--- src/rtl/ysyx_24100029_alu_arb.sv ---
// ysyx_24100029_alu_arb
// Round-robin arbiter and sequencer that shares one external ALU between two
// requesters. One operation is accepted at a time. Its operands are held on
// the ALU for a full cycle, and the result is registered. The result is then
// returned to the owning requester over a valid/ready response channel.
//
// Ports:
//   clk, rst                     rising-edge clock, async active-high reset
//   reqN_valid/ready             request handshake, N = 0,1
//   reqN_d1/d2/choice            operands and ALU op code
//   rspN_valid/ready             response handshake, N = 0,1
//   rspN_res/overflow            registered ALU result and overflow flag
//   alu_d1/d2/choice             operands driven to the ALU
//   alu_res/overflow             result returned by the ALU
//
// Configuration macro:
//   YSYX_24100029_ALU_ARB_FIXED_PRIO_EN  requester 0 always wins a tie
//                                        (default: round-robin on ties)
module ysyx_24100029_alu_arb #(
   parameter int unsigned BW = 32
) (
   input  logic          clk,
   input  logic          rst,
   input  logic          req0_valid,
   output logic          req0_ready,
   input  logic [BW-1:0] req0_d1,
   input  logic [BW-1:0] req0_d2,
   input  logic [3:0]    req0_choice,
   input  logic          req1_valid,
   output logic          req1_ready,
   input  logic [BW-1:0] req1_d1,
   input  logic [BW-1:0] req1_d2,
   input  logic [3:0]    req1_choice,
   output logic          rsp0_valid,
   input  logic          rsp0_ready,
   output logic [BW-1:0] rsp0_res,
   output logic          rsp0_overflow,
   output logic          rsp1_valid,
   input  logic          rsp1_ready,
   output logic [BW-1:0] rsp1_res,
   output logic          rsp1_overflow,
   output logic [BW-1:0] alu_d1,
   output logic [BW-1:0] alu_d2,
   output logic [3:0]    alu_choice,
   input  logic [BW-1:0] alu_res,
   input  logic          alu_overflow
);

   typedef enum logic [1:0] {IDLE, EXEC, RESP} state_t;

   state_t        state_q, state_d;
   logic [BW-1:0] op_d1, op_d2;
   logic [3:0]    op_choice;
   logic [BW-1:0] res_q;
   logic          ovf_q;
   logic          owner_q;
   logic          gnt0, gnt1;
   logic          accept;

`ifndef YSYX_24100029_ALU_ARB_FIXED_PRIO_EN
   // Requester granted most recently. It resets to 1 so that requester 0
   // wins the first tie.
   logic last_q;

   always_ff @(posedge clk or posedge rst) begin
      if (rst) begin
         last_q <= 1'b1;
      end else if (accept) begin
         last_q <= gnt1;
      end
   end
`endif

   // Grant depends only on the valids and the state/priority registers.
   always_comb begin
      gnt0 = 1'b0;
      gnt1 = 1'b0;
      if (state_q == IDLE) begin
         if (req0_valid && req1_valid) begin
`ifdef YSYX_24100029_ALU_ARB_FIXED_PRIO_EN
            gnt0 = 1'b1;
`else
            gnt0 = last_q;
            gnt1 = ~last_q;
`endif
         end else begin
            gnt0 = req0_valid;
            gnt1 = req1_valid;
         end
      end
   end

   assign accept = gnt0 | gnt1;

   always_comb begin
      state_d = state_q;
      unique case (state_q)
         IDLE:    if (accept) state_d = EXEC;
         EXEC:    state_d = RESP;
         RESP:    if (owner_q ? rsp1_ready : rsp0_ready) state_d = IDLE;
         default: state_d = IDLE;
      endcase
   end

   always_ff @(posedge clk or posedge rst) begin
      if (rst) begin
         state_q   <= IDLE;
         op_d1     <= '0;
         op_d2     <= '0;
         op_choice <= '0;
         res_q     <= '0;
         ovf_q     <= 1'b0;
         owner_q   <= 1'b0;
      end else begin
         state_q <= state_d;
         if (accept) begin
            op_d1     <= gnt1 ? req1_d1     : req0_d1;
            op_d2     <= gnt1 ? req1_d2     : req0_d2;
            op_choice <= gnt1 ? req1_choice : req0_choice;
            owner_q   <= gnt1;
         end
         if (state_q == EXEC) begin
            res_q <= alu_res;
            ovf_q <= alu_overflow;
         end
      end
   end

   assign req0_ready    = gnt0;
   assign req1_ready    = gnt1;

   assign alu_d1        = op_d1;
   assign alu_d2        = op_d2;
   assign alu_choice    = op_choice;

   assign rsp0_valid    = (state_q == RESP) && !owner_q;
   assign rsp1_valid    = (state_q == RESP) &&  owner_q;
   assign rsp0_res      = res_q;
   assign rsp1_res      = res_q;
   assign rsp0_overflow = ovf_q;
   assign rsp1_overflow = ovf_q;

endmodule

--- config.mk ---
export PLATFORM = sky130hd
export DESIGN_NAME = ysyx_24100029_alu_arb
export DESIGN_NICKNAME = d
export VERILOG_FILES = /design/src/rtl/ysyx_24100029_alu_arb.sv
export SDC_FILE = /design/constraint.sdc
export NUM_CORES = 1
export LEC_CHECK = 0
export ABC_AREA = 1
export BUFFER_PORTS_ARGS = -buffer_cell sky130_fd_sc_hd__buf_4
export CAP_MARGIN = 40
export CORE_ASPECT_RATIO = 1.5
export CORE_MARGIN = 2
export CORE_UTILIZATION = 36
export CTS_BUF_LIST = sky130_fd_sc_hd__clkbuf_2 sky130_fd_sc_hd__clkbuf_4 sky130_fd_sc_hd__clkbuf_8
export DETAILED_ROUTE_END_ITERATION = 7
export GPL_ROUTABILITY_DRIVEN = 0
export PLACE_DENSITY = 0.69
export SLEW_MARGIN = 20
export SYNTH_ARGS = -nofsm -noshare
export SYNTH_HDL_FRONTEND = slang
export SYNTH_SLANG_ARGS = --single-unit
--- constraint.sdc ---
create_clock -name clk -period 8.2 [get_ports clk]
set_clock_uncertainty 0.2 [all_clocks]
set_input_delay 1.23 -clock clk [delete_from_list [all_inputs] [get_ports clk]]
set_output_delay 1.23 -clock clk [all_outputs]
set_load 0.05 [all_outputs]
==> impl_metrics.py, run 1 <==
metrics = {
    "place": {
        "pre_cts_slack_ns": 3.523,
        "port_buffers": 312,
        "dpl_cell_area_um2": 7345,
        "post-dp-hpwl_mm": 12.77,
    },
    "sta": {
        "rsz0062_at_grt": "no",
        "slew_violations": 0,
        "setup_tns_ns": 0,
        "fin_crit_sh_pct": 57.19,
        "hold_viol_final": 0,
        "relSlewSlack_pct": 48.40,
        "fin_ws_ns": 3.511,
        "setup_viol": 0,
        "whs_ns": 0.3082,
        "min_period_ns": 4.689,
        "worst_slew_pin_slew_ns": 0.7740,
        "fmax_mhz": 213.2,
    },
    "yosys": {
        "ys.flop_type": "dfrtp_1",
        "synth-edff-count": 0,
        "synth_warnings": 0,
        "synthArstFlopShare_pct": 100.0,
        "yosysTopAreaCell": "dfrtp_1",
        "netlist_area_um2": 5167,
        "synth_cell_types": 18,
        "synth.most_common_cell": "nand3_1",
        "syn_nets": 769,
        "yosysTopAreaCellShare_pct": 50.36,
        "avgSynthCellArea_um2": 8.699,
        "ys_seq_area_share_pct": 50.87,
        "yosys-top-cells-count": "nand3_1 (170), nand4_1 (107), dfrtp_1 (104)",
        "postSynthRegisterBits": 105,
        "yosys-top-cells-area": "dfrtp_1 (50%), nand3_1 (16%), nand4_1 (13%)",
        "syn_inst": 594,
    },
    "cts": {
        "clk_path_buf_depth": 2,
        "cts-resized-gates": 0,
        "cts_hold_buf": 0,
        "cts_tree": "built",
        "cts.clk_slew.worst_paths_ns": 0.10,
        "ctsRootBufferMaster": "clkbuf_8",
        "cts_sinks": 105,
        "post_cts_buffers": 0,
        "htreeDepth": 3,
        "clk_latency_ns": 0.36,
        "cts_buffers": 9,
    },
    "setup_path": {
        "critPathBufInv": 4,
        "crit_path_end_kind": "primary output",
        "cp_cell_sequence": "buf_4 > nand2_1 > nand3_4 > buf_16 > inv_2 > buf_4",
        "slowest_delay_ns": 0.59,
        "critPathTopFamily": "buffers and inverters",
        "slowest_stage": "buf_4",
        "critPathMostFrequentCell": "buf_4",
        "required_ns": 6.77,
        "worstSetupStartpointType": "input pin",
        "worstPathArrival_ns": 3.26,
        "cp_max_fo": 70,
        "critical_path_class": "in -> out",
    },
    "drt": {
        "first_pass_iters": 5,
        "num_vias": 5425,
        "drc": 0,
        "first_iter_violations": 260,
        "ant_nets": 0,
        "viasPerCell": 5.272,
        "wl_mm": 18.52,
        "wl_per_cell_um": 17.99,
    },
    "floorplan": {
        "die_h_um": 150.7,
        "die_area_um2": 15350,
        "io_pins": 313,
        "initial_core_util_pct": 36.76,
        "core_region_area_um2": 14060,
        "rows": 53,
        "die_w_um": 101.8,
    },
    "grt": {
        "grt_pass1_vias": 5028,
        "antenna_found_initial": 0,
        "grt_pass1_wl_mm": 27.55,
        "grt.total_usage_pct": 23.23,
        "grt_max_degree": 71,
        "grt_overflow": 0,
    },
    "cells_and_area": {
        "design_area_um2": 7553,
        "antenna_cells": 0,
        "area_growth_pct": 46.17,
        "nets": 1007,
        "drive_above_1_share_pct": 41.34,
    },
    "run_status": {
        "status": "completed",
    },
    "min_path": {
        "worstHoldPathType": "reg -> reg",
    },
    "power_and_ir_drop": {
        "p_per_area_nw_per_um2": 509.8,
        "peakVddDrop_uv": 243.1,
        "p_leak_nw": 3.889,
    },
    "flow_run": {
        "cap_violations": 0,
    },
}
## state kept, by name (all words and copies together), names as in the netlist
| register | count |
|---|---|
| alu_d1 | 32 |
| rsp0_overflow | 1 |
| owner_q | 1 |
| alu_choice | 4 |
| rsp0_res | 32 |
| alu_d2 | 32 |
| state_q | 2 |
| last_q | 1 |
## cells in the final DEF, fill, tap and decap left out, types with 2 or more instances in the layout
master and count:
buf_4 319, nand3_1 170, nand4_1 107, dfrtp_1 104
nand2_1 100, clkbuf_8 10, inv_1 4, nor2_1 3
nand2_2 2, o21ai_0 2, clkinv_4 2, buf_16 2
## cell type report
type,instances,area [µm²]
clock inverters,5,63.81
well taps,192,240.2
repair buffers,322,2470
flip-flops and latches,105,2629
multi-input cells,387,1977
inverters,7,28.78
fillers,1360,6505
clock buffers,11,145.1
## layer usage
layer  track usage (%)  vias up  part of all wire [%]
met5                 0        -                     0
met4             8.800        0                   2.7
met3             4.782       29                   8.2
met2             39.87      271                    52
met1             28.40     2566                    37
li1                  -     2559                     -
## worst paths after layout
path	from	end	slack, ns	depth (start not counted)
max in group asynchronous	rst	rsp0_res[31]	6.11	4
min in group asynchronous	rst	rsp0_res[3]	0.69	2
min reg2reg	rsp0_res[6]	rsp0_res[6]	0.31	2
max reg2reg	state_q[0]	alu_d1[11]	5.88	7
max	req0_valid	req1_ready	3.51	6
min	rsp0_res[6]	rsp0_res[6]	0.31	2
## power by group
| group | leakage (nW) | switching (mW) | internal [mW] |
|---|---|---|---|
| logic | 2.50 | 1.85 | 0.709 |
| clock network | 0.104 | 0.186 | 0.155 |
| registers | 1.29 | 0.175 | 0.778 |
| total | 3.89 | 2.21 | 1.64 |
## tightest hold or removal path: cells and delay by family, from the launching register on
family,cells,cell delay [ns]
flip-flops,1,0.38
AND/OR/NAND/NOR,2,0.11
## cells by family (layout without fill, tap and decap cells)
group	count (synthesis)	count (layout)	synth area share [%]
simple gates	385	385	38.06
flops	105	105	50.87
buf+inv	102	345	10.87
compound gates	2	2	0.1937
## per-stage QoR
| stage | total power [mW] | utilization, % | std cells |
|---|---|---|---|
| after global routing | 4.063 | 53.73 | 1029 |
| after CTS | 3.883 | 53.73 | 1029 |
| after global placement | 3.491 | 51.71 | 1010 |
| after detailed placement | 3.537 | 52.24 | 1013 |
| final | 3.851 | 53.73 | 1029 |
| after floorplan | 2.834 | - | 594 |
Note: power is estimated with default switching activity, not from simulation.
==> inputs of run 2 (changes only) <==
Settings changed: ABC_AREA 1 to 0, CORE_ASPECT_RATIO 1.5 to unset, PLACE_DENSITY 0.69 to 0.72.
Clock period 8.2 ns to 4.1 ns, I/O delays scaled along.
==> impl_metrics.py, run 2 <==
metrics = {
    "run_status": {
        "status": "completed",
    },
    "setup_path": {
        "critical_path_class": "reg -> out",
        "worstSetupStartpointType": "flop",
        "crit_path_end_kind": "primary output",
        "required_ns": 3.28,
        "crit_start": "state_q[0]",
        "r2r-start": "state_q[0]",
        "worstPathArrival_ns": 2.15,
        "cp_max_fo": 71,
    },
    "power_and_ir_drop": {
        "clockPowerShare_pct": 8.8,
        "peakVddDrop_uv": 409.1,
        "swShare_pct": 54.28,
        "comb_power_share_pct": 66.2,
        "p_per_area_nw_per_um2": 1039,
        "seqPwrFrac_pct": 25.0,
        "p_switching_mw": 4.164,
        "p_leak_nw": 3.627,
        "total_power_mw": 7.672,
        "p_int_mw": 3.508,
    },
    "sta": {
        "setup_viol": 0,
        "min_period_ns": 2.965,
        "fin_crit_sh_pct": 72.31,
        "relSlewSlack_pct": 44.63,
        "worst_slew_pin_slew_ns": 0.8305,
        "fmax_mhz": 337.3,
        "hold_viol_final": 0,
        "slew_violations": 0,
        "setup_tns_ns": 0,
        "rsz0062_at_grt": "no",
    },
    "yosys": {
        "syn_nets": 612,
        "synth_cell_types": 22,
        "synthArstFlopShare_pct": 100.0,
        "syn_inst": 437,
        "synth_warnings": 0,
        "postSynthRegisterBits": 105,
        "yosysTopAreaCellShare_pct": 51.72,
        "synth.most_common_cell": "dfrtp_1",
        "yosys-top-cells-area": "dfrtp_1 (52%), a221o_1 (14%), mux2_2 (7.6%)",
        "ys_seq_area_share_pct": 52.24,
        "avgSynthCellArea_um2": 11.52,
        "ys.flop_type": "dfrtp_1",
        "yosys-top-cells-count": "dfrtp_1 (104), nand2_1 (69), a221o_1 (68)",
        "netlist_area_um2": 5032,
        "synth-edff-count": 0,
        "yosysTopAreaCell": "dfrtp_1",
    },
    "floorplan": {
        "die_area_um2": 14940,
        "initial_core_util_pct": 36.54,
        "core_region_area_um2": 13770,
        "die_w_um": 122.2,
        "rows": 43,
        "io_pins": 313,
        "die_h_um": 122.2,
    },
    "drt": {
        "wl_per_cell_um": 17.47,
        "first_pass_iters": 4,
        "first_iter_violations": 201,
        "drc": 0,
        "num_vias": 4445,
        "viasPerCell": 5.063,
        "ant_nets": 0,
        "wl_mm": 15.34,
    },
    "cells_and_area": {
        "drive_above_1_share_pct": 57.02,
        "final_cell_mix": "buf_4 (319), dfrtp_1 (104), nand2_1 (69)",
        "antenna_cells": 0,
        "fillers": 1228,
        "nets": 868,
        "final_common_cell": "buf_4",
        "area_growth_pct": 46.69,
    },
    "place": {
        "post-dp-hpwl_mm": 11.42,
        "port_buffers": 312,
    },
    "cts": {
        "cts.clk_slew.worst_paths_ns": 0.10,
        "ctsRootBufferMaster": "clkbuf_8",
        "cts_tree": "built",
        "cts_buffers": 9,
        "cts_sinks": 105,
        "cts-resized-gates": 0,
        "post_cts_buffers": 0,
        "clk_path_buf_depth": 2,
        "cts_hold_buf": 0,
        "htreeDepth": 3,
        "clk_latency_ns": 0.36,
    },
    "min_path": {
        "worstHoldPathType": "in -> async",
    },
    "grt": {
        "grt_pass1_vias": 4601,
        "grt.total_usage_pct": 19.91,
        "antenna_found_initial": 0,
        "grt_pass1_wl_mm": 23.32,
        "grt_max_degree": 72,
        "grt_overflow": 0,
    },
    "flow_run": {
        "cap_violations": 0,
    },
}
[run 2: cell types whose count changed after synthesis, sizes merged, moves of 2 or more]
cell    change
nand4     -107
inv         -2
nand2b      +2
nand3     -172
clkbuf     -12
a21o        +2
mux2       +34
buf         -7
a221o      +68
nor3       +68
nand2      -33
[run 2: power by group through the flow]
| stage | Combinational, mW | Clock [mW] | Sequential, mW |
|---|---|---|---|
| floorplan | 2.18 | 0 | 3.58 |
| global placement | 5.02 | 0 | 1.92 |
| detailed placement | 5.11 | 0 | 1.94 |
| CTS | 5.11 | 0.688 | 1.93 |
| global route | 5.32 | 0.735 | 1.99 |
| finish | 5.08 | 0.676 | 1.92 |
[run 2: worst max-delay path, stage by stage, from the launching register on]
cell	delay, ns
dfrtp_1	0.42
nor2_2	0.20
and3_2	0.20
buf_4	0.61
buf_4	0.33
[run 2: path summary, 6_finish.rpt]
path	end	slack, ns	cells after the start
setup / recovery	req1_ready	1.14	4
hold / removal	alu_d1[14]	0.11	2
setup reg to reg	alu_d1[18]	1.78	4
hold reg to reg	alu_d1[25]	0.32	1
max in group asynchronous	last_q	2.71	3
min in group clk	alu_d2[2]	0.26	2
[run 2: cell type report]
type | instances | area, µm² | area share [%]
flip-flops and latches | 105 | 2629 | 35.61
repair buffers | 321 | 2442 | 33.08
multi-input cells | 252 | 1861 | 25.20
well taps | 180 | 225.2 | 3.051
clock buffers | 11 | 145.1 | 1.966
clock inverters | 5 | 62.56 | 0.8475
inverters | 4 | 17.52 | 0.2373
[run 2: cell families after synthesis]
| kind of cell | count (synthesis) | synth area share (%) |
|---|---|---|
| AOI/OAI and AO/OA | 72 | 14.10 |
| buffers and inverters | 80 | 11.11 |
| DFF | 105 | 52.24 |
| muxes | 34 | 7.608 |
| and+or+nand+nor | 146 | 14.94 |
[run 2: layer usage]
metal  track usage (%)  part of all wire (%)  up-vias
li1                  -                     -     2070
met1             22.99                    38     2159
met2             36.35                    53      195
met3             4.926                   7.9       21
met4             5.747                   1.6        0
met5                 0                     0        -
[run 2: per-stage QoR]
step	instances	hold WS [ns]	util (%)	area, µm²	worst slack (ns)
after CTS	878	0.1314	53.60	7382	1.142
after global routing	878	0.1445	53.60	7382	0.9970
final	878	0.1124	53.60	7382	1.135
after global placement	861	0.2968	51.89	7147	1.251
after detailed placement	862	0.3034	52.09	7174	1.253
after floorplan	437	0.3009	-	5032	0.5261
